**src/rtl/quad_counter.sv**
```systemverilog
// Quadrature encoder decoder: synchronises raw A/B and decodes x1/x2/x4 steps into a WIDTH-bit up/down count.
// Optional macro QUAD_COUNTER_ERR_EN adds err/err_sticky outputs for illegal two-bit transitions.
module quad_counter #(
    parameter int WIDTH       = 16,
    parameter bit FWD         = 1'b1,
    parameter int SYNC_STAGES = 2
) (
    input  logic             clk,
    input  logic             reset,
    input  logic             en,
    input  logic             enc_a,
    input  logic             enc_b,
    input  logic [1:0]       mode,
    input  logic             clear,
    input  logic             load,
    input  logic [WIDTH-1:0] load_value,
    output logic [WIDTH-1:0] count,
    output logic             dir,
    output logic             valid,
    output logic             wrap
`ifdef QUAD_COUNTER_ERR_EN
    ,
    output logic             err,
    output logic             err_sticky
`endif
);

    logic [SYNC_STAGES-1:0] a_sync;
    logic [SYNC_STAGES-1:0] b_sync;
    logic [1:0]             cur;
    logic [1:0]             prev;
    logic                   fwd_step;
    logic                   rev_step;
    logic                   a_edge;
    logic                   fwd_ok;
    logic                   rev_ok;
    logic                   step_up;
    logic                   step_dn;

    // Position of an {a,b} pair along the forward sequence 00->10->11->01.
    function automatic logic [1:0] phase_idx(input logic [1:0] ab);
        case (ab)
            2'b00:   phase_idx = 2'd0;
            2'b10:   phase_idx = 2'd1;
            2'b11:   phase_idx = 2'd2;
            default: phase_idx = 2'd3;
        endcase
    endfunction

    always_ff @(posedge clk or negedge reset) begin
        if (!reset) begin
            a_sync <= '0;
            b_sync <= '0;
            prev   <= 2'b00;
        end else begin
            a_sync <= {a_sync[SYNC_STAGES-2:0], enc_a};
            b_sync <= {b_sync[SYNC_STAGES-2:0], enc_b};
            prev   <= cur;
        end
    end

    assign cur = {a_sync[SYNC_STAGES-1], b_sync[SYNC_STAGES-1]};

    always_comb begin
        fwd_step = 1'b0;
        rev_step = 1'b0;
        fwd_ok   = 1'b0;
        rev_ok   = 1'b0;
        a_edge   = prev[1] ^ cur[1];
        // Exactly one bit changed is a legal step; both bits changed is dropped.
        if ((prev ^ cur) == 2'b01 || (prev ^ cur) == 2'b10) begin
            fwd_step = (phase_idx(cur) == phase_idx(prev) + 2'd1);
            rev_step = !fwd_step;
        end
        case (mode)
            2'b00: begin
                fwd_ok = (prev == 2'b00) && (cur == 2'b10);
                rev_ok = (prev == 2'b01) && (cur == 2'b11);
            end
            2'b01: begin
                fwd_ok = fwd_step && a_edge;
                rev_ok = rev_step && a_edge;
            end
            default: begin
                fwd_ok = fwd_step;
                rev_ok = rev_step;
            end
        endcase
        step_up = FWD ? fwd_ok : rev_ok;
        step_dn = FWD ? rev_ok : fwd_ok;
    end

    always_ff @(posedge clk or negedge reset) begin
        if (!reset) begin
            count <= '0;
            dir   <= 1'b0;
            valid <= 1'b0;
            wrap  <= 1'b0;
        end else if (clear) begin
            count <= '0;
            valid <= 1'b0;
            wrap  <= 1'b0;
        end else if (load) begin
            count <= load_value;
            valid <= 1'b0;
            wrap  <= 1'b0;
        end else if (step_up) begin
            count <= count + WIDTH'(1);
            dir   <= 1'b1;
            valid <= en;
            wrap  <= (count == {WIDTH{1'b1}});
        end else if (step_dn) begin
            count <= count - WIDTH'(1);
            dir   <= 1'b0;
            valid <= en;
            wrap  <= (count == '0);
        end else begin
            valid <= 1'b0;
            wrap  <= 1'b0;
        end
    end

`ifdef QUAD_COUNTER_ERR_EN
    logic illegal;
    assign illegal = ((prev ^ cur) == 2'b11);

    always_ff @(posedge clk or negedge reset) begin
        if (!reset) begin
            err        <= 1'b0;
            err_sticky <= 1'b0;
        end else begin
            err <= illegal;
            if (clear)
                err_sticky <= 1'b0;
            else if (illegal)
                err_sticky <= 1'b1;
        end
    end
`endif

endmodule

```
**config.mk**
```make
export PLATFORM = sky130hd
export DESIGN_NAME = quad_counter
export DESIGN_NICKNAME = d
export VERILOG_FILES = /design/src/rtl/quad_counter.sv
export SDC_FILE = /design/constraint.sdc
export NUM_CORES = 1
export LEC_CHECK = 0
export CORE_MARGIN = 2
export CORE_UTILIZATION = 51
export CTS_BUF_LIST = sky130_fd_sc_hd__clkbuf_16
export CTS_CLUSTER_DIAMETER = 50
export DETAILED_ROUTE_END_ITERATION = 10
export PLACE_DENSITY_LB_ADDON = 0.15
export REMOVE_ABC_BUFFERS = 1
export SETUP_SLACK_MARGIN = 0.2
export SYNTH_ARGS = -nofsm -noshare
export SYNTH_HDL_FRONTEND = slang
export SYNTH_SLANG_ARGS = --single-unit
```
**constraint.sdc**
```tcl
create_clock -name clk -period 3.6 [get_ports clk]
set_input_delay 0.72 -clock clk [delete_from_list [all_inputs] [get_ports clk]]
set_output_delay 0.72 -clock clk [all_outputs]
set_load 0.02 [all_outputs]
```
; Word level (Yosys, flattened, before mapping)
; Index checks and enable logic that the tools add are counted.
[totals]
input_bits = 25
elab_cells = 59
output_inout_bits = 19
reg_bits = 25
[op_classes]
bitwise = 4
n_addsub = 3
n_reduce_logical = 13
eq_ne = 10
mux = 22
[ops]
columns = op, count
row1 = 16-bit two-way mux, 4
row2 = "16-bit by 1-bit adder with 16-bit output, second input constant", 1
row3 = "16-bit equality test, second input constant", 1
row4 = 16-bit zero test, 1
row5 = "16-bit by 1-bit subtractor with 16-bit output, second input constant", 1
row6 = 1-bit two-way mux, 12
row7 = 2-bit case mux with 3 select lines, 2
row8 = "2-bit equality test, second input constant", 5
row9 = "2-bit by 1-bit equality test with 1-bit output, second input constant", 3
row10 = 2-bit zero test, 3
row11 = 1-bit logical AND, 4
row12 = 2-bit two-way mux, 2
row13 = 1-bit case mux with 2 select lines, 2
row14 = 4-bit nonzero test, 1
row15 = 3-bit AND reduction, 1
row16 = "2-bit by 1-bit adder with 2-bit output, second input constant", 1
row17 = 2-bit equality test, 1
row18 = 1-bit NOT, 2
row19 = 2-bit nonzero test, 1
row20 = 2-bit bitwise XOR, 1
row21 = 1-bit zero test, 1
row22 = 1-bit logical OR, 1
row23 = 1-bit bitwise XOR, 1

; Depth between registers and ports, before layout
; Gate-level depths: netlist of run 1.
[depth]
depth_word = 14
mapped_depth = 14

; Worst setup path after synthesis of run 1
; OpenSTA, ideal clock, no wires.
[synth_timing]
path_type = input to register
startpoint = input mode[1]
endpoint = register count[15]
setup_time_ns = 0.096
required_time_ns = 3.504
path_buffers = 0
slack_ns = 0.148
cell_stages = 13
arrival_time_ns = 3.356
cell_sequence = nor2_1 -> nor3_1 -> a31oi_2 -> o31ai_4 -> inv_1 -> ha_1 -> a2111oi_2 -> o21ai_0 -> nand2_1 -> a32oi_1 -> xor2_1 -> or3_1 -> a311oi_2
[synth_between]
elab_chain_len = 5
elab_cells_between_ends = 8
[synth_lines]
columns = item, line_no
row1 = from (decl), 13  ; input logic [1:0] mode,
row2 = 2-bit by 1-bit equality test with 1-bit output or 2-bit zero test (tied branches), 75  ; case (mode)
row3 = 1-bit case mux with 2 select lines, 75
row4 = 16-bit two-way mux, 107  ; end else if (step_up) begin
row5 = 16-bit two-way mux, 103  ; end else if (load) begin
row6 = 16-bit two-way mux, 99  ; end else if (clear) begin
row7 = to (signal assigned), 104  ; count <= load_value;
row8 = to (signal assigned), 108  ; count <= count + WIDTH'(1);
row9 = to (signal assigned), 113  ; count <= count - WIDTH'(1);
row10 = to (decl), 17  ; output logic [WIDTH-1:0] count,
; Parallel ways exist; a longest one is shown, timed or not.
; A chain may end at the register's enable or synchronous reset.

; Worst setup path after layout of run 1
[layout_timing]
startpoint = register prev[0]
endpoint = register count[15]
[layout_between]
elab_chain_len = 11
elab_cells_between_ends = 25
[layout_lines]
columns = item, line_no
row1 = from (decl), 31  ; logic [1:0] prev;
row2 = from (signal assigned), 58  ; prev <= cur;
row3 = 2-bit equality test or 2-bit zero test (tied branches), "42, 77"
row4 = 2-bit case mux with 3 select lines, 42  ; case (ab)
row5 = 2-bit two-way mux, 71  ; if ((prev ^ cur) == 2'b01 || (prev ^ cur) == 2'b10) begin
row6 = 2-bit by 1-bit adder with 2-bit output, 72  ; fwd_step = (phase_idx(cur) == phase_idx(prev) + 2'd1);
row7 = 2-bit equality test, 72
row8 = 1-bit two-way mux, 71
row9 = 1-bit logical AND, 81  ; fwd_ok = fwd_step && a_edge;
row10 = 1-bit case mux with 2 select lines, 75
row11 = 16-bit two-way mux, 107
row12 = 16-bit two-way mux, 103
row13 = 16-bit two-way mux, 99
; Parallel ways exist; a longest one is shown, timed or not. The select of a mux whose other input is x is not followed.

==> results of run 1 <==
-- synthesized netlist by cell type (3+ instances only) --
| cell | instances |
|---|---|
| a21oi_1 | 20 |
| a221oi_1 | 4 |
| a31oi_1 | 3 |
| clkbuf_1 | 3 |
| dfrtp_1 | 25 |
| ha_1 | 21 |
| inv_1 | 13 |
| nand2_1 | 23 |
| nand3_1 | 4 |
| nand4_1 | 4 |
| nor2_1 | 19 |
| nor3_1 | 3 |
| nor3b_1 | 3 |
| nor4_1 | 6 |
| o21ai_0 | 9 |
| o22ai_1 | 3 |
| xnor2_1 | 7 |
| xor2_1 | 11 |
-- sequential cells by signal, summed over array words and instances, names as in the netlist --
name	count
a_sync	2
b_sync	2
count	16
dir	1
prev	2
valid	1
wrap	1
-- cell families (layout without fill, tap and decap cells) --
group / after synthesis / in the layout / synth area share
AOI/OAI and AO/OA: 62 / 62 / 0.2241
xor gates and xnor gates: 18 / 18 / 0.08067
buffers and inverters: 20 / 113 / 0.04161
and+or+nand+nor: 71 / 71 / 0.1729
adders and majority gates: 22 / 22 / 0.1447
muxes: 3 / 3 / 0.01601
DFF: 25 / 25 / 0.3201
-- metrics by stage --
step	instances	hold WS [ns]	power, mW	worst slack (ns)	TNS [ns]
final	362	0.3519	1.386	0.1190	0
after global routing	362	0.3631	1.462	0.02129	0
after CTS	359	0.3541	1.305	0.1869	0
after detailed placement	349	0.3387	0.9872	-0.4290	-2.614
after global placement	349	0.3335	0.9740	-0.3266	-2.153
after floorplan	215	0.3312	0.7074	0.1481	0
-- routing by layer --
layer / GRT usage / up-vias / routed length, µm
met5: 0 / - / 0
li1: - / 995 / -
met2: 0.5139 / 144 / 3140
met3: 0.04940 / 44 / 513
met1: 0.3598 / 1029 / 2534
met4: 0.1094 / 0 / 311
-- repair_timing --
| action | 4_1_cts | 5_1_grt |
|---|---|---|
| pin swaps | 9 | 19 |
| endpoints found under the hold margin | 0 | 0 |
| resized for setup | 18 | 20 |
| buffers inserted | 6 | 3 |
| endpoints found under the setup margin | 10 | 10 |
-- worst max path at each step --
stage,to,start
2_1_floorplan,count[15],mode[1]
3_3_place_gp,count[11],mode[1]
3_5_place_dp,count[15],mode[1]
4_1_cts,count[15],mode[1]
5_1_grt,count[15],prev[0]
6_report,count[15],prev[0]
-- cell type report --
cell class	instances	area (µm²)
multi-input cells	176	1434
repair buffers	95	837.1
flip-flops and latches	25	629.4
fillers	205	565.5
clock buffers	3	75.07
well taps	48	60.06
inverters	14	52.55
clock inverters	1	7.507
-- power breakdown --
group,internal (mW),total [mW],switching [mW]
Combinational,0.403,0.774,0.371
Sequential,0.308,0.356,0.0479
Clock,0.151,0.256,0.105
==> results_dict.tcl, run 1 <==
set metrics [dict create \
    drt-initial-drc-count 196 \
    worstHoldPathCells 0 \
    synth.avg_cell_area_um2 8.843 \
    timing.critical_path.cells "inv_2, ha_1, xor2_1, o31ai_4, inv_2, buf_6, buf_4, ha_4, or2_2, a21o_1, nand2_1, a32oi_1, xor2_1, or3_1, a311oi_2" \
    fin_util 0.8455 \
    max_freq_mhz 287.3 \
    grt_start_max_net_pins 26 \
    critical_path_buf_inv_count 4 \
    detailedRoute.firstPassIterationCount 5 \
    timing.hold.worst.start "b_sync[0]" \
    start_kind "flip-flop" \
    timing.rr.start "prev[0]" \
    worst_case_hold_path_end_point "b_sync[1]" \
    num_antenna_cells 0 \
    worst-path-max-fanout 5 \
    critical_path_cell_with_the_highest_stage_delay "dfrtp_1" \
    cts-root-to-sink-buffers 2 \
    yosys.cell_types.count 48 \
    setup_repair_after_global_routing_missed_its_margin "yes" \
    drt_drc_violations_left 0 \
    initial_antenna_violation_count 0 \
    pwr_cell_area_nw_per_um2 447.7 \
    layout-area-overhead-vs-synth_pct 58.39 \
    worst_ep_arrival_time_ns 3.66 \
    grt_usage 0.2939 \
    min-delay-path-class "flip-flop to flip-flop" \
    final_common_cell "buf_4" \
    timing_hold_violations_final 0 \
    first_global_vias 2115 \
    clock_pin_slew_worst_setup_and_hold_paths_ns 0.07 \
    tightestPinTransition_ns 0.5515 \
    clock_latency_ns 0.26 \
    worst_path_dominant_cell_family "simple AND/OR/NAND/NOR gates" \
    worst_r2r_endpoint "count[15]" \
    synth_top_area_frac 0.3201 \
    synth_enable_flop_cells 0 \
    cp_data_required_time_ns 3.78 \
    ys_seq_elements 25 \
    detail_route.wirelength_um 6500 \
    placedInstanceArea_um2 2739 \
    finalNetCount 362 \
    tritoncts.num_buffers 3 \
    post_drt_via_cell_ratio 6.110 \
    timing.final.crit_share 0.9669 \
    detailed_placer_s_ending_hpwl_um 4004 \
    finalCriticalPeriod_ns 3.481 \
    yosys_most_used_dff "dfrtp_1" \
    timing.max_cap.violations 0 \
    syn_area_um2 1954 \
    setup_viol 0 \
    layout.cell_area.non_filler_um2 3095 \
    routed_wl_per_cell_um 17.96 \
    ioPinCount 44 \
    die-area_um2 4343 \
    root_buffer "clkbuf_16" \
    syn-instance-count 221 \
    fraction_of_final_layout_cells_with_drive_strength_greater_than_1 0.2962 \
    critical_path.max_stage_delay_ns 0.43 \
    biggest_area_consumer_among_synthesized_cells "dfrtp_1" \
    die_height_um 65.91 \
    synth-async-reset-ratio 1.000 \
    regToRegSetupSlack_ns 0.12 \
    rows 22 \
    die_width_um 65.91 \
    crit_cells 15 \
    report.final.slew_viol_count 0 \
    num_vias 2212 \
    gr-total-overflow 0 \
    ir_drop_mv 0.2769 \
    synthTopCellsByArea "dfrtp_1 32%, ha_1 13%, a21oi_1 5.1%, xor2_1 4.9%, nand2_1 4.4%" \
    yosys_warnings 0 \
    core_um2 3661 \
    cts.hold.buffers_added 0 \
    route.antenna.remaining_nets 0 \
    slew_headroom 0.6314 \
    clock_sink_count 25 \
    outcome "finished clean" \
    global_route_wire_length_before_repair_um 9832 \
    layout.cells.most_common_list "49 x buf_4, 41 x clkdlybuf4s50_1, 23 x nand2_1, 22 x dfrtp_1, 17 x a21oi_1" \
    finalClockSkew_ns 0.005519 \
    placement.io_buffers 43 \
    timing_worst_setup_path_type "flip-flop to flip-flop" \
    ys_seq_area_frac 0.3201 \
    floorplan.initialDensity 0.5338 \
    power.static_leakage_nw 1.359 \
    htree_levels 1 \
    tritoncts "yes" \
    timing.reg2reg.worst_path_depth 15 \
    place_congestion 0.9080 \
    critical_path.endpoint_type "flip-flop" \
]
No activity file was read; power rests on OpenSTA's default activity.
==> inputs of run 2 (changes only) <==
--- a/config.mk
+++ b/config.mk
@@ -5,7 +5,7 @@
 export SDC_FILE = /design/constraint.sdc
 export NUM_CORES = 1
 export LEC_CHECK = 0
-export CORE_MARGIN = 2
+export CORE_MARGIN = 1
 export CORE_UTILIZATION = 51
 export CTS_BUF_LIST = sky130_fd_sc_hd__clkbuf_16
 export CTS_CLUSTER_DIAMETER = 50
==> constraint.sdc (replaced) <==
create_clock -name clk -period 3.6 [get_ports clk]
set_input_delay 0.72 -clock clk [delete_from_list [all_inputs] [get_ports clk]]
set_output_delay 0.72 -clock clk [all_outputs]
set_load 0.05 [all_outputs]
==> results_dict.tcl, run 2 (synthesis gave the netlist of run 1 again) <==
set metrics [dict create \
    outcome "finished clean" \
    clock_sink_count 25 \
    cts.hold.buffers_added 0 \
    die_width_um 63.91 \
    timing.max_cap.violations 0 \
    setup_repair_after_global_routing_missed_its_margin "yes" \
    detail_route.wirelength_um 6120 \
    timing_hold_violations_final 0 \
    rows 22 \
    place_congestion 0.8792 \
    slew_headroom 0.6379 \
    die_height_um 63.91 \
    largest_register_ff_count 16 \
    tritoncts.num_buffers 3 \
    tritoncts "yes" \
    first_global_vias 2001 \
    min-delay-path-class "flip-flop to flip-flop" \
    clock_pin_slew_worst_setup_and_hold_paths_ns 0.07 \
    detailedRoute.firstPassIterationCount 4 \
    routed_wl_per_cell_um 17.24 \
    drt_drc_violations_left 0 \
    htree_levels 1 \
    cts-root-to-sink-buffers 2 \
    setup_total_negative_slack_ns 0 \
    core_um2 3661 \
    report.final.slew_viol_count 0 \
    num_vias 2081 \
    pwr_cell_area_nw_per_um2 467.8 \
    power.static_leakage_nw 1.315 \
    power.switching_fraction 0.4025 \
    finalClockSkew_ns 0.002599 \
    max_freq_mhz 303.0 \
    gr-usage-met2 0.5293 \
    route.antenna.remaining_nets 0 \
    ioPinCount 44 \
    post_drt_via_cell_ratio 5.862 \
    finalNetCount 355 \
    worst_path_dominant_cell_family "compound AO/OA/AOI/OAI gates" \
    num_antenna_cells 0 \
    grtUsageMet3 0.04107 \
    clock_latency_ns 0.27 \
    gr-total-overflow 0 \
    start_kind "primary input" \
    p_sw_mw 0.5745 \
    critical_path.endpoint_type "flip-flop" \
    grt_busiest_layer "met2" \
    share_seq_of_total_power 0.250 \
    timing.final.crit_share 0.9168 \
    initial_antenna_violation_count 0 \
    worst_ep_arrival_time_ns 3.48 \
    timing_worst_setup_path_type "primary input to flip-flop" \
    global_route_wire_length_before_repair_um 9432 \
    ir_drop_mv 0.2976 \
    layout.cells.most_common_list "43 x buf_4, 41 x clkdlybuf4s50_1, 24 x dfrtp_1, 23 x nand2_1, 18 x nor2_1" \
    drt-initial-drc-count 158 \
    finalCriticalPeriod_ns 3.300 \
    setup_slack_at_placement_ns -0.4455 \
    die-area_um2 4084 \
    critical_path_buf_inv_count 4 \
    root_buffer "clkbuf_16" \
    post-route-worst-setup-slack_ns 0.2996 \
    grt_usage 0.3011 \
    gr-usage-met1 0.3726 \
    detailed_placer_s_ending_hpwl_um 3881 \
    final_common_cell "buf_4" \
    p_clk_frac 0.183 \
    critical_path.max_stage_delay_ns 0.33 \
    floorplan.initialDensity 0.5338 \
    timing.critical_path.cells "dlygate4sd2_1, nor2_2, nor3_2, a31oi_2, o31ai_4, inv_2, buf_6, ha_4, a211oi_4, buf_4, o211ai_1, nand2_1, a32oi_2, xor2_1, or3_1, a311oi_2" \
    grt_start_max_net_pins 26 \
    largest-register "count" \
    fraction_of_final_layout_cells_with_drive_strength_greater_than_1 0.2638 \
    setup_viol 0 \
    layout.cell_area.non_filler_um2 3052 \
    layout-area-overhead-vs-synth_pct 56.15 \
    cp_data_required_time_ns 3.78 \
    critical_path_cell_with_the_highest_stage_delay "or3_1" \
    internal_power_mw 0.8530 \
    worst-path-max-fanout 4 \
    placedInstanceArea_um2 2724 \
    combPwrFrac 0.567 \
    tightestPinTransition_ns 0.5419 \
    placement.io_buffers 43 \
]
run 2: cell count changes in the layout (fill, tap and decap cells not counted), moves of 2 or more:
| cell | delta |
|---|---|
| a21oi_1 | -2 |
| nor2_2 | -2 |
| buf_6 | -2 |
| dlymetal6s2s_1 | -2 |
| dfrtp_1 | +2 |
| nor2_1 | +2 |
| dfrtp_2 | -2 |
| buf_4 | -6 |
| a221oi_2 | -2 |
run 2: final timing paths:
path / start / endpoint / slack (ns) / depth (start not counted)
max in group asynchronous: reset / prev[0] / 2.51 / 2
min in group asynchronous: reset / valid / 0.82 / 2
worst min register to register: b_sync[0] / b_sync[1] / 0.35 / 0
worst min-delay path: b_sync[0] / b_sync[1] / 0.35 / 0
worst max-delay path: mode[0] / count[15] / 0.30 / 16
worst max register to register: a_sync[1] / count[15] / 0.31 / 14
run 2: layout make-up:
| class | count | area, µm² |
|---|---|---|
| multi-input combinational | 176 | 1446 |
| timing repair buffer | 88 | 783.3 |
| sequential | 25 | 626.9 |
| fill | 210 | 609.3 |
| clock buffer | 3 | 75.07 |
| tap | 48 | 60.06 |
| inverter | 14 | 52.55 |
| clock inverter | 1 | 7.507 |
run 2: power by group through the flow:
stage / logic (mW) / registers [mW] / clock network, mW
after detailed placement: 0.688 / 0.352 / 0
final: 0.809 / 0.357 / 0.261
after global placement: 0.679 / 0.351 / 0
after floorplan: 0.336 / 0.427 / 0
after CTS: 0.734 / 0.351 / 0.262
after global routing: 0.864 / 0.360 / 0.274
run 2: routing by layer:
layer  wire (µm)  share of wire
met3         457          0.075
met1        2515           0.41
met5           0              0
met4          70          0.011
met2        3077           0.50
run 2: stage by stage:
step | instances | util | power (mW) | hold slack [ns]
detailed placement | 347 | 0.7440 | 1.041 | 0.3426
global placement | 347 | 0.7440 | 1.030 | 0.3329
global route | 355 | 0.8336 | 1.497 | 0.3687
finish | 355 | 0.8336 | 1.428 | 0.3533
CTS | 352 | 0.7977 | 1.346 | 0.3581
floorplan | 215 | - | 0.7623 | 0.3312
run 2: what timing repair did:
item / CTS / global route
cloned: 0 / 0
pin swaps: 9 / 12
buffers inserted: 1 / 3
gates resized for setup: 21 / 15
setup endpoints to repair: 10 / 3
==> inputs of run 3 (changes only) <==
--- a/config.mk
+++ b/config.mk
@@ -5,6 +5,8 @@
 export SDC_FILE = /design/constraint.sdc
 export NUM_CORES = 1
 export LEC_CHECK = 0
+export CAP_MARGIN = 20
+export CORE_ASPECT_RATIO = 0.6
 export CORE_MARGIN = 1
 export CORE_UTILIZATION = 51
 export CTS_BUF_LIST = sky130_fd_sc_hd__clkbuf_16
==> results_dict.tcl, run 3 (synthesis gave the netlist of run 1 again) <==
set metrics [dict create \
    outcome "finished clean" \
    p_clk_frac 0.165 \
    timing_hold_violations_final 0 \
    cp_data_required_time_ns 3.72 \
    gr-total-overflow 0 \
    post_drt_via_cell_ratio 6.958 \
    report.final.slew_viol_count 0 \
    worst-path-max-fanout 5 \
    placement.io_buffers 43 \
    pwr_cell_area_nw_per_um2 488.5 \
    power.static_leakage_nw 1.360 \
    detailed_placer_s_ending_hpwl_um 4316 \
    ioPinCount 44 \
    tritoncts.num_buffers 3 \
    clock_pin_slew_worst_setup_and_hold_paths_ns 0.07 \
    num_antenna_cells 0 \
    detail_route.wirelength_um 8748 \
    timing_worst_setup_path_type "flip-flop to flip-flop" \
    timing.final.crit_share 0.9967 \
    worst_r2r_endpoint "count[11]" \
    worst_ep_arrival_time_ns 3.71 \
    finalNetCount 359 \
    power.switching_fraction 0.4383 \
    p_sw_mw 0.6794 \
    final.hold.worst_slack_ns 0.3537 \
    route.antenna.remaining_nets 0 \
    n_fill_cell 122 \
    core_um2 3443 \
    htree_levels 1 \
    grt_start_max_net_pins 26 \
    place_congestion 1.017 \
    first_global_vias 2321 \
    timing.rr.start "a_sync[1]" \
    grt_usage 0.4158 \
    fraction_of_final_layout_cells_with_drive_strength_greater_than_1 0.3505 \
    critical_path.endpoint_type "flip-flop" \
    drt-initial-drc-count 374 \
    root_buffer "clkbuf_16" \
    setup_repair_after_global_routing_missed_its_margin "yes" \
    cts.hold.buffers_added 0 \
    timing.max_cap.violations 0 \
    fin_util 0.9215 \
    finalCriticalPeriod_ns 3.588 \
    setup_viol 0 \
    start_kind "flip-flop" \
    routed_wl_per_cell_um 24.57 \
    slew_headroom 0.5895 \
    num_vias 2477 \
    timing.reg2reg.worst_path_depth 14 \
    timing.hold.worst.start "a_sync[0]" \
    initial_antenna_violation_count 0 \
    largest-register "count" \
    ir_drop_mv 0.3265 \
    global_route_wire_length_before_repair_um 12330 \
    floorplan.initialDensity 0.5676 \
    internal_power_mw 0.8705 \
    worstHoldPathCells 0 \
    tightestPinTransition_ns 0.6138 \
    setup_total_negative_slack_ns 0 \
    final_common_cell "buf_4" \
    detailedRoute.firstPassIterationCount 5 \
    rows 16 \
    dpl.cell_count 340 \
    worst_case_hold_path_end_point "a_sync[1]" \
    max_freq_mhz 278.7 \
    regToRegSetupSlack_ns 0.01 \
    largest_register_ff_count 16 \
    layout.cells.most_common_list "46 x buf_4, 41 x clkdlybuf4s50_1, 21 x nand2_1, 21 x dfrtp_1, 16 x nor2_1" \
    finalClockSkew_ns 0.002767 \
    clock_latency_ns 0.26 \
    combPwrFrac 0.602 \
    die_width_um 81.92 \
    drt_drc_violations_left 0 \
    share_seq_of_total_power 0.233 \
    die-area_um2 4092 \
    tritoncts "yes" \
    layout.cells.non_filler 356 \
    cts-root-to-sink-buffers 2 \
    clock_sink_count 25 \
    layout-area-overhead-vs-synth_pct 62.36 \
    min-delay-path-class "flip-flop to flip-flop" \
    die_height_um 49.95 \
]
run 3: cell types whose count changed in the layout (fill, tap and decap cells not counted), moves of 3 or more:
cell	change
dfrtp_1	-3
ha_2	+3
ha_1	-3
a221oi_2	+3
buf_4	+3
dfrtp_2	+3
run 3: power groups by stage:
stage	clock network, mW	registers [mW]	logic [mW]
2_1_floorplan	0	0.427	0.336
3_3_place_gp	0	0.351	0.672
3_5_place_dp	0	0.352	0.688
4_1_cts	0.255	0.353	0.777
5_1_grt	0.266	0.362	0.966
6_report	0.256	0.361	0.933
run 3: area by class of cell:
cell class                 instances  area [µm²]  share of cell area
clock inverter                     1       3.754            0.001183
inverter                          14       55.05             0.01735
tap                               45       56.30             0.01774
multi-input combinational        176        1519              0.4787
clock buffer                       3       75.07             0.02366
sequential                        25       630.6              0.1987
timing repair buffer              92       833.3              0.2626
run 3: layer usage:
layer,global-route usage,vias up,share of wire
met5,0,-,0
met4,0.1871,0,0.083
li1,-,988,-
met2,0.6543,277,0.43
met1,0.5236,1116,0.36
met3,0.1204,96,0.13
run 3: through the flow:
stage	total power [mW]	area, µm²	worst slack, ns
after floorplan	0.7623	1926	0.1480
after global placement	1.023	2703	-0.3670
after detailed placement	1.041	2703	-0.4836
after CTS	1.385	3064	0.2007
after global routing	1.593	3173	-0.1768
final	1.550	3173	0.01205
run 3: worst max-delay path by stage:
stage,to,from,cells after the start,slack (ns)
floorplan,count[15],mode[1],13,0.15
finish,count[11],a_sync[1],14,0.01
global placement,count[10],mode[1],14,-0.37
global route,count[10],prev[1],14,-0.18
CTS,count[15],prev[1],15,0.20
detailed placement,count[15],mode[1],15,-0.48
run 3: what timing repair did:
action                                  in CTS  in global routing
gates cloned                                 1                  0
resized for setup                           39                 25
endpoints found under the setup margin      10                 10
hold endpoints to repair                     0                  0
setup buffers                                6                  5
pin swaps                                   16                 19
run 3: worst max-delay path: stages, from the launching register on:
cell and delay [ns]:
dfrtp_2 0.46, xnor2_2 0.20, nor3_2 0.26, a31oi_2 0.10, o31ai_4 0.26, inv_2 0.16
buf_12 0.16, ha_4 0.25, a211oi_4 0.29, o21ai_1 0.18, a31oi_2 0.23, o21ai_1 0.15
a221oi_2 0.33, xor2_1 0.25, o22ai_1 0.16
